===== src/rtl/rv32_pkg.sv =====
// Shared RV32 front-end types and constants used by the fetch path.
package rv32_pkg;

  localparam int XLEN = 32;
  localparam int ILEN = 32;
  localparam logic [ILEN-1:0] NOP_INSN = 32'h0000_0013;

  typedef enum logic [1:0] {
    REQ,
    WAIT,
    SQUASH
  } fetch_state_t;

endpackage


===== src/rtl/fetch_sequencer.sv =====
// Instruction fetch sequencer: one outstanding memory request, a single-entry
// instruction buffer toward decode, and redirect handling with stale-response squash.
module fetch_sequencer
  import rv32_pkg::*;
#(
  parameter int               WIDTH      = 32,
  parameter logic [WIDTH-1:0] RESET_ADDR = '0
) (
  input  logic             clk,
  input  logic             rst,
  output logic             imem_req_valid,
  input  logic             imem_req_ready,
  output logic [WIDTH-1:0] imem_req_addr,
  input  logic             imem_rsp_valid,
  input  logic [ILEN-1:0]  imem_rsp_data,
  input  logic             redirect_valid,
  input  logic [WIDTH-1:0] redirect_addr,
  output logic             inst_valid,
  input  logic             inst_ready,
  output logic [ILEN-1:0]  inst_data,
  output logic [WIDTH-1:0] inst_pc,
  output logic [WIDTH-1:0] fetch_pc
);

  fetch_state_t     state_q, state_d;
  logic [WIDTH-1:0] pc_q, pc_d;
  logic             buf_valid_q, buf_valid_d;
  logic [ILEN-1:0]  buf_data_q, buf_data_d;
  logic [WIDTH-1:0] buf_pc_q, buf_pc_d;
  logic             req_hs;
  logic             inst_hs;

  function automatic logic [WIDTH-1:0] align_pc(input logic [WIDTH-1:0] a);
    return a & ~WIDTH'(3);
  endfunction

  function automatic logic [WIDTH-1:0] incr_pc(input logic [WIDTH-1:0] a);
    return a + WIDTH'(4);
  endfunction

  // A request is only offered into an empty buffer, so a response never finds it occupied.
  assign imem_req_valid = !rst && (state_q == REQ) && !buf_valid_q;
  assign imem_req_addr  = pc_q;
  assign fetch_pc       = pc_q;
  assign inst_valid     = buf_valid_q;
  assign inst_data      = buf_data_q;
  assign inst_pc        = buf_pc_q;

  assign req_hs  = imem_req_valid && imem_req_ready;
  assign inst_hs = buf_valid_q && inst_ready;

  always_comb begin
    state_d     = state_q;
    pc_d        = pc_q;
    buf_valid_d = buf_valid_q && !inst_hs;
    buf_data_d  = buf_data_q;
    buf_pc_d    = buf_pc_q;
    if (redirect_valid) begin
      pc_d        = align_pc(redirect_addr);
      buf_valid_d = 1'b0;
      case (state_q)
        REQ:     state_d = req_hs ? SQUASH : REQ;
        WAIT:    state_d = imem_rsp_valid ? REQ : SQUASH;
        SQUASH:  state_d = imem_rsp_valid ? REQ : SQUASH;
        default: state_d = REQ;
      endcase
    end else begin
      case (state_q)
        REQ: begin
          if (req_hs) state_d = WAIT;
        end
        WAIT: begin
          if (imem_rsp_valid) begin
            buf_valid_d = 1'b1;
            buf_data_d  = imem_rsp_data;
            buf_pc_d    = pc_q;
            pc_d        = incr_pc(pc_q);
            state_d     = REQ;
          end
        end
        SQUASH: begin
          if (imem_rsp_valid) state_d = REQ;
        end
        default: state_d = REQ;
      endcase
    end
  end

  always_ff @(posedge clk) begin
    if (rst) begin
      state_q     <= REQ;
      pc_q        <= RESET_ADDR;
      buf_valid_q <= 1'b0;
      buf_data_q  <= '0;
      buf_pc_q    <= '0;
    end else begin
      state_q     <= state_d;
      pc_q        <= pc_d;
      buf_valid_q <= buf_valid_d;
      buf_data_q  <= buf_data_d;
      buf_pc_q    <= buf_pc_d;
    end
  end

  // A response while no request is outstanding means the memory broke the protocol.
  assert property (@(posedge clk) disable iff (rst) !(state_q == REQ && imem_rsp_valid))
    else $error("imem_rsp_valid with no request outstanding");

endmodule


===== config.mk =====
export PLATFORM = sky130hd
export DESIGN_NAME = fetch_sequencer
export DESIGN_NICKNAME = d
export VERILOG_FILES = /design/src/rtl/rv32_pkg.sv /design/src/rtl/fetch_sequencer.sv
export SDC_FILE = /design/constraint.sdc
export NUM_CORES = 1
export LEC_CHECK = 0
export BUFFER_PORTS_ARGS = -buffer_cell sky130_fd_sc_hd__buf_4
export CAP_MARGIN = 20
export CORE_MARGIN = 1.5
export CORE_UTILIZATION = 35
export DETAILED_ROUTE_END_ITERATION = 10
export HOLD_SLACK_MARGIN = 0.08
export PLACE_DENSITY_LB_ADDON = 0.1
export SYNTH_ARGS = -nofsm -noshare
export SYNTH_HDL_FRONTEND = slang
export SYNTH_SLANG_ARGS = --single-unit

===== constraint.sdc =====
create_clock -name clk -period 2.25 [get_ports clk]
set_input_delay 0.3375 -clock clk [delete_from_list [all_inputs] [get_ports clk]]
set_output_delay 0.3375 -clock clk [all_outputs]
set_load 0.01 [all_outputs]

Word-level counts from Yosys, hierarchy flattened
Cells that the tools add are included.
- order comparisons: 0
- equal/unequal tests: 4
- add/sub/neg operators: 1
- bitwise gates (word level): 1
- multiplexer cells: 12
- reductions and logical operators: 17
- $mul: 0
- shift operators: 0
- div/mod/pow operators: 0
- operators by type and width (operator ; number):
    32-bit 2-to-1 mux ; 3
    32-bit by 3-bit adder with 32-bit output, second input constant ; 1
    2-bit 2-to-1 mux ; 5
    2-bit one-hot mux with 2 select lines ; 2
    2-bit AND reduction ; 3
    1-bit logical AND ; 5
    2-bit nonzero test ; 2
    2-bit OR reduction ; 2
    1-bit logical NOT ; 3
    3-bit by 1-bit != test with 1-bit output, second input constant ; 1
    3-bit != test, second input constant ; 1
    3-bit AND reduction ; 1
    2-bit by 1-bit equality test with 1-bit output, second input constant ; 1
    2-bit equality test, second input constant ; 1
    2-bit logical NOT ; 1
    1-bit 2-to-1 mux ; 2
    1-bit inverter ; 1
- memory bits (writable): 0
- ROM bits: 0
- register bits: 99
- input bits: 70
- output and inout port bits: 130
- memories kept: 0
- latch bits: 0

Logic depth before layout (Yosys ltp)
Gate-level depths: netlist of run 1.
- depth in word-level cells: 7
- depth in mapped cells: 8
- depth with buffers taken out: 6

Worst setup path after synthesis of run 1
Ideal clock, no wire load.
- path kind: register to register
- start point: register pc_q[2] (netlist: fetch_pc[2])
- end point: register pc_q[22] (netlist: fetch_pc[22])
- cell stages (with the launch flop): 6
- data arrival time: 2017 ps
- period minus slack after synthesis: 2108 ps
- setup slack: 142 ps
- library setup time: 91 ps
- path buffers: 0
- cell sequence: dfxtp_1 ha_1 nand4_2 or4_4 or3_1 a311oi_1
- longest elaborated chain between the ends: 4
- RTL lines (element ; line ; text):
    from (decl) ; fetch_sequencer.sv:26 ; logic [WIDTH-1:0] pc_q, pc_d;
    from (signal assigned) ; fetch_sequencer.sv:98 ; pc_q <= pc_d;
    32-bit by 3-bit adder with 32-bit output ; fetch_sequencer.sv:38 ; return a + WIDTH'(4);
    32-bit 2-to-1 mux ; fetch_sequencer.sv:73 ; if (imem_rsp_valid) begin
    32-bit 2-to-1 mux ; fetch_sequencer.sv:68 ; case (state_q)
    32-bit 2-to-1 mux ; fetch_sequencer.sv:58 ; if (redirect_valid) begin
Every way passes these cells. The select of a mux whose other input is x is not followed.
A chain may end at the register's enable or synchronous reset.

Final worst setup path of run 1
- start point: register pc_q[4] (netlist: fetch_pc[4])
- end point: register pc_q[21] (netlist: fetch_pc[21])
The elaborated chain is that of the path after synthesis.

==> summary.md, run 1 <==
| Metric | Value |
|---|---|
| Status | `finished clean` |
| CP cell instances | `and4_1 -> nand4_1 -> or4_1 -> a311oi_1` |
| Worst-Skew Late Latency | `0.35 ns` |
| Clock share of power | `41.1%` |
| FMAX | `482 MHz` |
| Clk sinks | `95` |
| Yosys Warn Count | `0` |
| Core box area | `12,200 um2` |
| CTS tree | `done` |
| # rows | `40` |
| Sw Share | `24.6%` |
| Post-synth EDFFs | `0` |
| Final setup violating endpoints | `0` |
| Area Overhead vs Synth | `39.7%` |
| Critical Path RT | `2.50 ns` |
| Total negative slack | `0 ns` |
| CTS Hold Bufs | `0` |
| Largest net degree at the start of global routing | `38` |
| CP arrival | `2.33 ns` |
| Fin. max-slew vios | `0` |
| Worst path buffer plus inverter count | `0` |
| Post-CTS Setup Bufs | `0` |
| Clk slew on worst S/H paths | `0.07 ns` |
| Fin. Hold Viols | `0` |
| Die Wd | `115 um` |
| Global-route wire length before repair | `20,700 um` |
| Top post-synthesis cells by area | `dfxtp_1, nand2_1, a21oi_1` |
| Crit path max fanout | `12` |
| Initial antenna violation count | `0` |
| Antenna Diode Count | `0` |
| Max stage delay on crit path | `0.59 ns` |
| Total track usage | `19.9%` |
| Skew final | `0.00840 ns` |
| DR WL/cell | `14.8 um` |
| Total die area | `13,300 um2` |
| Post-route core utilization | `50.6%` |
| Top-count cell post-synth | `nand2_1` |
| Min cycle time layout | `2.08 ns` |
| Setup CP Type | `reg2reg` |
| Pwr Density | `623 nW/um2` |
| Net Sw Power | `0.945 mW` |
| Slew @ Worst Pin | `0.680 ns` |
| Drt total wl | `13,300 um` |
| Most common library cells after synthesis | `nand2_1, dfxtp_1, a21oi_1, buf_4, clkbuf_1` |
| Distinct cells, synth | `49` |
| Share of cells above drive strength 1 | `33.3%` |
| Final Wtd Congestion | `0.797` |
| Leakage | `2.52 nW` |
| Initial drt markers | `224` |
| Vias in the first global route | `4,013` |
| Cell taking the most area after synthesis | `dfxtp_1` |
| Peak supply drop | `0.000325 V` |
| CTS max path bufs | `2` |
| P_int | `2.89 mW` |
| Final worst-path cycle share | `92.3%` |
| Hold crit path type | `in2reg` |
| Gate Count Post-Synth | `563` |
| Seq/Total Area, Yosys | `43.2%` |
| Htree depth | `3` |
| Crit path capture type | `flop` |
| Routed vias | `4,436` |
| DRT Pass-1 Iters | `4` |
| Slowest-stage cell, CP | `or4_1` |
| Register bit total from synthesis | `95` |
| Top-area cell type share of the netlist area | `43.2%` |
| Comb power frac | `12.1%` |
| RSZ-0062 raised after global routing | `false` |
| Async SR Flop Fraction | `0%` |
| Mapped Avg Cell Area | `7.83 um2` |
| Post-route antenna net violation count | `0` |
| Syn Std Cell Area | `4410 um2` |
| Grt ovf | `0` |
| Via/cell ratio | `4.96` |
| Hold slack | `0.236 ns` |
| Port Buffers | `191` |
| Dominant synthesized flop cell | `dfxtp_1` |
| Die Ht | `115 um` |
| Num CTS Buffers | `9` |
| Family with the most delay on the worst path | `simple AND/OR/NAND/NOR gates` |
| Worst rel slew slack | `54.3%` |
| Initial cell density of the core | `36.2%` |
| CTS-repair resized insts | `0` |
| CP startpoint kind | `flop` |
| Post-detail-place hpwl | `9630 um` |
| Final #Nets | `796` |
| # DRC | `0` |
| Num ports | `200` |
| Clk root buf | `clkbuf_16` |
| Reg power frac | `46.8%` |
| Total chip power | `3.83 mW` |
| Max_cap viols | `0` |
## sequential cells by signal (all words and copies together), names as in the netlist
| register | cells |
|---|---|
| inst_pc | 30 |
| inst_valid | 1 |
| inst_data | 32 |
| state_q | 2 |
| fetch_pc | 30 |
## worst register-to-register path: stages (launching register included)
cell	delay (ns)
dfxtp_1	0.49
and4_1	0.30
nand4_1	0.37
or4_1	0.59
a311oi_1	0.25
## kinds of logic after synthesis
family / count (synthesis) / share of synthesized area (%)
buffers and inverters: 84 / 10.3
other: 1 / 0.0851
adders and majority gates: 4 / 1.14
muxes: 1 / 0.256
AOI/OAI and AO/OA: 120 / 16.7
and+or+nand+nor: 246 / 26.0
xor gates and xnor gates: 12 / 2.38
DFF: 95 / 43.2
## through the flow
| stage | area (um2) | worst slack, ns | instances |
|---|---|---|---|
| global route | 6160 | 0.0363 | 895 |
| CTS | 6160 | 0.176 | 895 |
| finish | 6160 | 0.174 | 895 |
| global placement | 5850 | 0.246 | 879 |
| floorplan | 4430 | 0.142 | 568 |
| detailed placement | 5850 | 0.193 | 879 |
## final cells by class
class / count / area, um2
timing repair buffer: 217 / 1630
sequential: 95 / 1900
tap: 168 / 210
clock buffer: 11 / 253
clock inverter: 5 / 56.3
fill: 1236 / 6000
inverter: 10 / 37.5
multi-input combinational: 389 / 2070
## power by group through the flow
stage / logic, mW / clock network [mW] / registers (mW)
final: 0.464 / 1.58 / 1.80
after global routing: 0.506 / 1.68 / 1.80
after CTS: 0.468 / 1.62 / 1.79
after detailed placement: 0.466 / 0 / 1.83
after global placement: 0.461 / 0 / 1.83
after floorplan: 0.226 / 0 / 1.84
## final timing paths
| check | start | endpoint | slack (ns) | depth (start not counted) |
|---|---|---|---|---|
| setup / recovery | fetch_pc[4] | fetch_pc[21] | 0.17 | 4 |
| hold reg to reg | inst_pc[25] | inst_pc[25] | 0.45 | 2 |
| setup reg to reg | fetch_pc[4] | fetch_pc[21] | 0.17 | 4 |
| hold / removal | imem_rsp_data[20] | inst_data[20] | 0.24 | 3 |
## cell usage in the layout, fill, tap and decap left out, types with 2 or more instances in the layout
cell / count
a211oi_1: 12
a21o_1: 2
a21oi_1: 71
a311o_1: 2
a311oi_1: 10
a31oi_1: 2
and2_1: 2
and3_1: 6
and4_1: 4
buf_4: 217
clkbuf_16: 9
clkbuf_8: 2
clkinv_2: 2
conb_1: 6
dfxtp_1: 95
ha_1: 4
inv_1: 10
nand2_1: 141
nand3_1: 17
nand4_1: 10
nand4b_1: 2
nor2_1: 22
nor3_1: 11
nor4_1: 9
o21ai_0: 8
o221ai_1: 3
o31ai_1: 4
or2_2: 2
or3_1: 7
or4_1: 3
xnor2_1: 8
xor2_1: 4
## layer usage
layer / routed length [um] / part of all wire, % / global-route usage [%]
met1: 5960 / 45 / 25.9
met2: 6200 / 47 / 32.0
met3: 901 / 6.8 / 4.85
met4: 214 / 1.6 / 7.33
met5: 0 / 0 / 0
(Power assumes the default switching activity.)
==> run 2: changes to the inputs <==
--- a/config.mk
+++ b/config.mk
@@ -5,6 +5,7 @@
 export SDC_FILE = /design/constraint.sdc
 export NUM_CORES = 1
 export LEC_CHECK = 0
+export ABC_AREA = 1
 export BUFFER_PORTS_ARGS = -buffer_cell sky130_fd_sc_hd__buf_4
 export CAP_MARGIN = 20
 export CORE_MARGIN = 1.5
==> summary.md, run 2 <==
| Metric | Value |
|---|---|
| Num ports | `200` |
| DRT Pass-1 Iters | `5` |
| Final Wtd Congestion | `0.830` |
| Top post-synthesis cells by area | `dfxtp_1, nand2_1, nor2_1` |
| Port Buffers | `191` |
| Max_cap viols | `0` |
| # DRC | `0` |
| Fin. Hold Viols | `0` |
| Total negative slack | `0 ns` |
| Num CTS Buffers | `9` |
| Commonest non-fill, non-tap cell in the layout | `buf_4` |
| Dominant synthesized flop cell | `dfxtp_1` |
| Crit path capture type | `primary output` |
| Post-CTS Setup Bufs | `0` |
| Cell taking the most area after synthesis | `dfxtp_1` |
| Worst rel slew slack | `65.0%` |
| Most common library cells after synthesis | `nand2_1, nor2_1, dfxtp_1, o21ai_0, inv_1` |
| CP arrival | `1.38 ns` |
| CP startpoint kind | `flop` |
| Global-route wire length before repair | `23,400 um` |
| Htree depth | `3` |
| Distinct cells, synth | `34` |
| Initial antenna violation count | `0` |
| Post-synth EDFFs | `0` |
| Yosys Warn Count | `0` |
| Gate Count Post-Synth | `699` |
| Slew @ Worst Pin | `0.525 ns` |
| Initial cell density of the core | `36.0%` |
| CTS Hold Bufs | `0` |
| Die Wd | `120 um` |
| Post-route antenna net violation count | `0` |
| DR WL/cell | `14.2 um` |
| Hold crit path type | `in2reg` |
| Seq/Total Area, Yosys | `39.6%` |
| Share of cells above drive strength 1 | `29.5%` |
| Total die area | `14,500 um2` |
| Worst-Skew Late Latency | `0.35 ns` |
| Commonest non-fill, non-tap cells in the layout | `buf_4, nand2_1, nor2_1` |
| Max reg flops | `32` |
| Routed vias | `4,846` |
| RSZ-0062 raised after global routing | `false` |
| Min cycle time layout | `1.72 ns` |
| Area Overhead vs Synth | `32.8%` |
| Mapped Avg Cell Area | `6.88 um2` |
| Fin worst setup slack | `0.530 ns` |
| Total track usage | `20.6%` |
| Syn Std Cell Area | `4810 um2` |
| Critical Path RT | `1.91 ns` |
| CTS max path bufs | `2` |
| Skew final | `0.00645 ns` |
| Fin. max-slew vios | `0` |
| Final #Nets | `921` |
| Setup CP Type | `reg2out` |
| Antenna Diode Count | `0` |
| Final worst-path cycle share | `76.5%` |
| Drt total wl | `14,600 um` |
| Vias in the first global route | `4,676` |
| Core box area | `13,300 um2` |
| Leakage | `3.06 nW` |
| Crit path max fanout | `3` |
| Register bit total from synthesis | `95` |
| Top-area cell type share of the netlist area | `39.6%` |
| Grt ovf | `0` |
| CTS tree | `done` |
| Status | `finished clean` |
| Peak supply drop | `0.000331 V` |
| Via/cell ratio | `4.72` |
| # rows | `42` |
| Pwr Density | `576 nW/um2` |
| Die Ht | `120 um` |
| FMAX | `581 MHz` |
| Initial drt markers | `247` |
| Clk sinks | `95` |
| Clk slew on worst S/H paths | `0.07 ns` |
| Top-count cell post-synth | `nand2_1` |
| Post-detail-place hpwl | `10,500 um` |
| Pre-CTS WS | `0.568 ns` |
| Largest net degree at the start of global routing | `56` |
| CTS-repair resized insts | `0` |
| Final setup violating endpoints | `0` |
| Async SR Flop Fraction | `0%` |
| Clk root buf | `clkbuf_16` |
-- run 2: cell count changes in the layout (fill, tap and decap cells not counted), moves of 9 or more --
cell      previous run  this run
nor4_1               9         0
nor2_2               0        19
inv_1               10        53
a311oi_1            10         0
nand2_1            141       150
a21oi_1             71        35
buf_4              217       198
nor2_1              22       129
a211oi_1            12         0
nor2_4               0         9
o21ai_0              8        54
nand3_1             17        32
-- run 2: power by group --
group | internal [mW] | switching, mW
logic | 0.230 | 0.229
clock network | 0.773 | 0.651
registers | 1.73 | 0.0674
total | 2.73 | 0.948
-- run 2: layer usage --
metal	up-vias	global-route usage [%]	share of wire (%)
li1	2464	-	-
met1	2210	25.7	43
met2	156	34.9	48
met3	16	5.05	6.9
met4	0	6.76	1.7
met5	-	0	0
-- run 2: layout make-up --
class	instances	area, um2
multi-input combinational	485	2260
fill	1394	6960
sequential	95	1900
inverter	56	210
clock inverter	3	20.0
clock buffer	12	246
tap	176	220
timing repair buffer	200	1530
-- run 2: cells by family (layout without fill, tap and decap cells) --
family,count (synthesis),count (layout),share of synthesized area (%)
AO/OA/AOI/OAI,106,106,11.8
XOR/XNOR,2,2,0.364
adder cells (fa/ha/maj),4,4,1.04
buffers and inverters,124,271,13.8
flip-flops,95,95,39.6
other,1,6,0.0780
AND/OR/NAND/NOR,367,367,33.4
-- run 2: critical path, cell delays in order (launching register included) --
cell and delay, ns:
dfxtp_1 0.33, inv_1 0.08, ha_1 0.15, inv_1 0.05, nor3_1 0.24, buf_4 0.19
-- run 2: path summary, 6_finish.rpt --
check	startpoint	end	slack, ns	depth (start not counted)
worst min register to register	inst_pc[22]	inst_pc[22]	0.46	2
worst max register to register	fetch_pc[2]	fetch_pc[28]	0.59	8
worst max-delay path	state_q[1]	imem_req_valid	0.53	5
worst min-delay path	imem_rsp_data[2]	inst_data[2]	0.21	3
-- run 2: through the flow --
| step | util [%] | cell area [um2] | hold WS (ns) | instances | power [mW] |
|---|---|---|---|---|---|
| floorplan | - | 4830 | 0.472 | 704 | 2.08 |
| global placement | 45.9 | 6120 | 0.454 | 1012 | 2.29 |
| detailed placement | 45.9 | 6120 | 0.456 | 1012 | 2.30 |
| CTS | 47.9 | 6390 | 0.201 | 1027 | 3.72 |
| global route | 47.9 | 6390 | 0.218 | 1027 | 3.85 |
| finish | 47.9 | 6390 | 0.207 | 1027 | 3.68 |
==> run 3: changes to the inputs <==
==> constraint.sdc (replaced) <==
create_clock -name clk -period 1.8 [get_ports clk]
set_input_delay 0.27 -clock clk [delete_from_list [all_inputs] [get_ports clk]]
set_output_delay 0.27 -clock clk [all_outputs]
set_load 0.01 [all_outputs]
==> summary.md, run 3 (synthesis results as in run 2) <==
| Metric | Value |
|---|---|
| Status | `finished clean` |
| CTS max path bufs | `2` |
| Final #Nets | `928` |
| Share of cells above drive strength 1 | `30.3%` |
| Hold slack | `0.139 ns` |
| Crit path capture type | `flop` |
| Max stage delay on crit path | `0.33 ns` |
| Fin. Hold Viols | `0` |
| Initial cell density of the core | `36.0%` |
| CP startpoint kind | `flop` |
| Final Wtd Congestion | `0.818` |
| Worst-Skew Late Latency | `0.35 ns` |
| Family with the most delay on the worst path | `simple AND/OR/NAND/NOR gates` |
| Global-route wire length before repair | `22,900 um` |
| Post-detail-place hpwl | `10,600 um` |
| Final setup violating endpoints | `0` |
| Fin. max-slew vios | `0` |
| DR WL/cell | `14.2 um` |
| Clk root buf | `clkbuf_16` |
| CP cell instances | `inv_1 -> ha_1 -> nand2_1 -> nor2_4 -> buf_4 -> nand2_1 -> a21oi_1 -> nor2_1 -> nor2_1` |
| Htree depth | `3` |
| Clk sinks | `95` |
| Final worst-path cycle share | `89.5%` |
| Via/cell ratio | `4.69` |
| FMAX | `621 MHz` |
| Port Buffers | `191` |
| Num ports | `200` |
| Setup CP Type | `reg2reg` |
| DRT Pass-1 Iters | `4` |
| Core box area | `13,300 um2` |
| Min cycle time layout | `1.61 ns` |
| Grt ovf | `0` |
| Total die area | `14,500 um2` |
| Clk slew on worst S/H paths | `0.07 ns` |
| Drt total wl | `14,700 um` |
| Largest net degree at the start of global routing | `57` |
| Final Cell Area | `6470 um2` |
| Total chip power | `4.65 mW` |
| Slowest-stage cell, CP | `dfxtp_1` |
| Die Wd | `120 um` |
| Routed vias | `4,850` |
| CTS tree | `done` |
| Pwr Density | `719 nW/um2` |
| Crit path max fanout | `26` |
| Dpl cell area | `6190 um2` |
| CTS Hold Bufs | `0` |
| Commonest non-fill, non-tap cells in the layout | `buf_4, nand2_1, nor2_1` |
| Peak supply drop | `0.000367 V` |
| Antenna Diode Count | `0` |
| Post-CTS Setup Bufs | `0` |
| Max reg flops | `32` |
| # DRC | `0` |
| Commonest non-fill, non-tap cell in the layout | `buf_4` |
| # rows | `42` |
| Post-route antenna net violation count | `0` |
| Total track usage | `20.3%` |
| Skew final | `0.00727 ns` |
| CP arrival | `1.90 ns` |
| Critical Path RT | `2.08 ns` |
| Vias in the first global route | `4,513` |
| Initial antenna violation count | `0` |
| Num CTS Buffers | `9` |
| Hold crit path type | `in2reg` |
| Worst path buffer plus inverter count | `2` |
| Max_cap viols | `0` |
| Total negative slack | `0 ns` |
| RSZ-0062 raised after global routing | `false` |
| Die Ht | `120 um` |
| Area Overhead vs Synth | `34.5%` |
| Initial drt markers | `172` |
| CTS-repair resized insts | `0` |
| Leakage | `3.11 nW` |
==> run 3: path summary, 6_finish.rpt <==
| path | from | end | slack (ns) | cells after the start |
|---|---|---|---|---|
| max reg2reg | state_q[1] | fetch_pc[23] | 0.19 | 9 |
| min reg2reg | inst_pc[22] | inst_pc[22] | 0.46 | 2 |
| max | state_q[1] | fetch_pc[23] | 0.19 | 9 |
| min | imem_rsp_data[5] | inst_data[5] | 0.14 | 3 |
==> run 3: worst reg2reg max path: stages (launching register included) <==
cell and delay [ns]:
dfxtp_1 0.33, inv_1 0.09, ha_1 0.14, nand2_1 0.11, nor2_4 0.15, buf_4 0.31, nand2_1 0.15, a21oi_1 0.14
nor2_1 0.06, nor2_1 0.07
==> run 3: cell type report <==
type                    count  area (um2)
repair buffers            207        1590
multi-input cells         485        2270
flip-flops and latches     95        1900
inverters                  56         210
clock buffers              13         260
fillers                  1370        6880
clock inverters             3        17.5
well taps                 176         220
==> run 3: report_power, final <==
| part | internal [mW] | switching (mW) | leakage [nW] | total [mW] |
|---|---|---|---|---|
| Clock | 1.01 | 0.803 | 0.136 | 1.81 |
| Combinational | 0.299 | 0.299 | 2.21 | 0.599 |
| Sequential | 2.16 | 0.0760 | 0.772 | 2.24 |
| Total | 3.47 | 1.18 | 3.11 | 4.65 |
==> run 3: metal layers <==
metal / GRT usage, % / share of wire, % / routed length, um / vias up
li1: - / - / - / 2475
met1: 24.8 / 43 / 6330 / 2206
met2: 34.6 / 48 / 7090 / 154
met3: 4.81 / 6.9 / 1020 / 15
met4: 7.87 / 1.7 / 251 / 0
met5: 0 / 0 / 0 / -
==> run 3: stage by stage <==
stage	setup slack [ns]	instances	utilization [%]
finish	0.189	1035	48.5
global route	0.0453	1035	48.5
CTS	0.0848	1035	48.4
detailed placement	0.206	1019	46.3
global placement	0.241	1019	46.3
floorplan	0.329	704	-
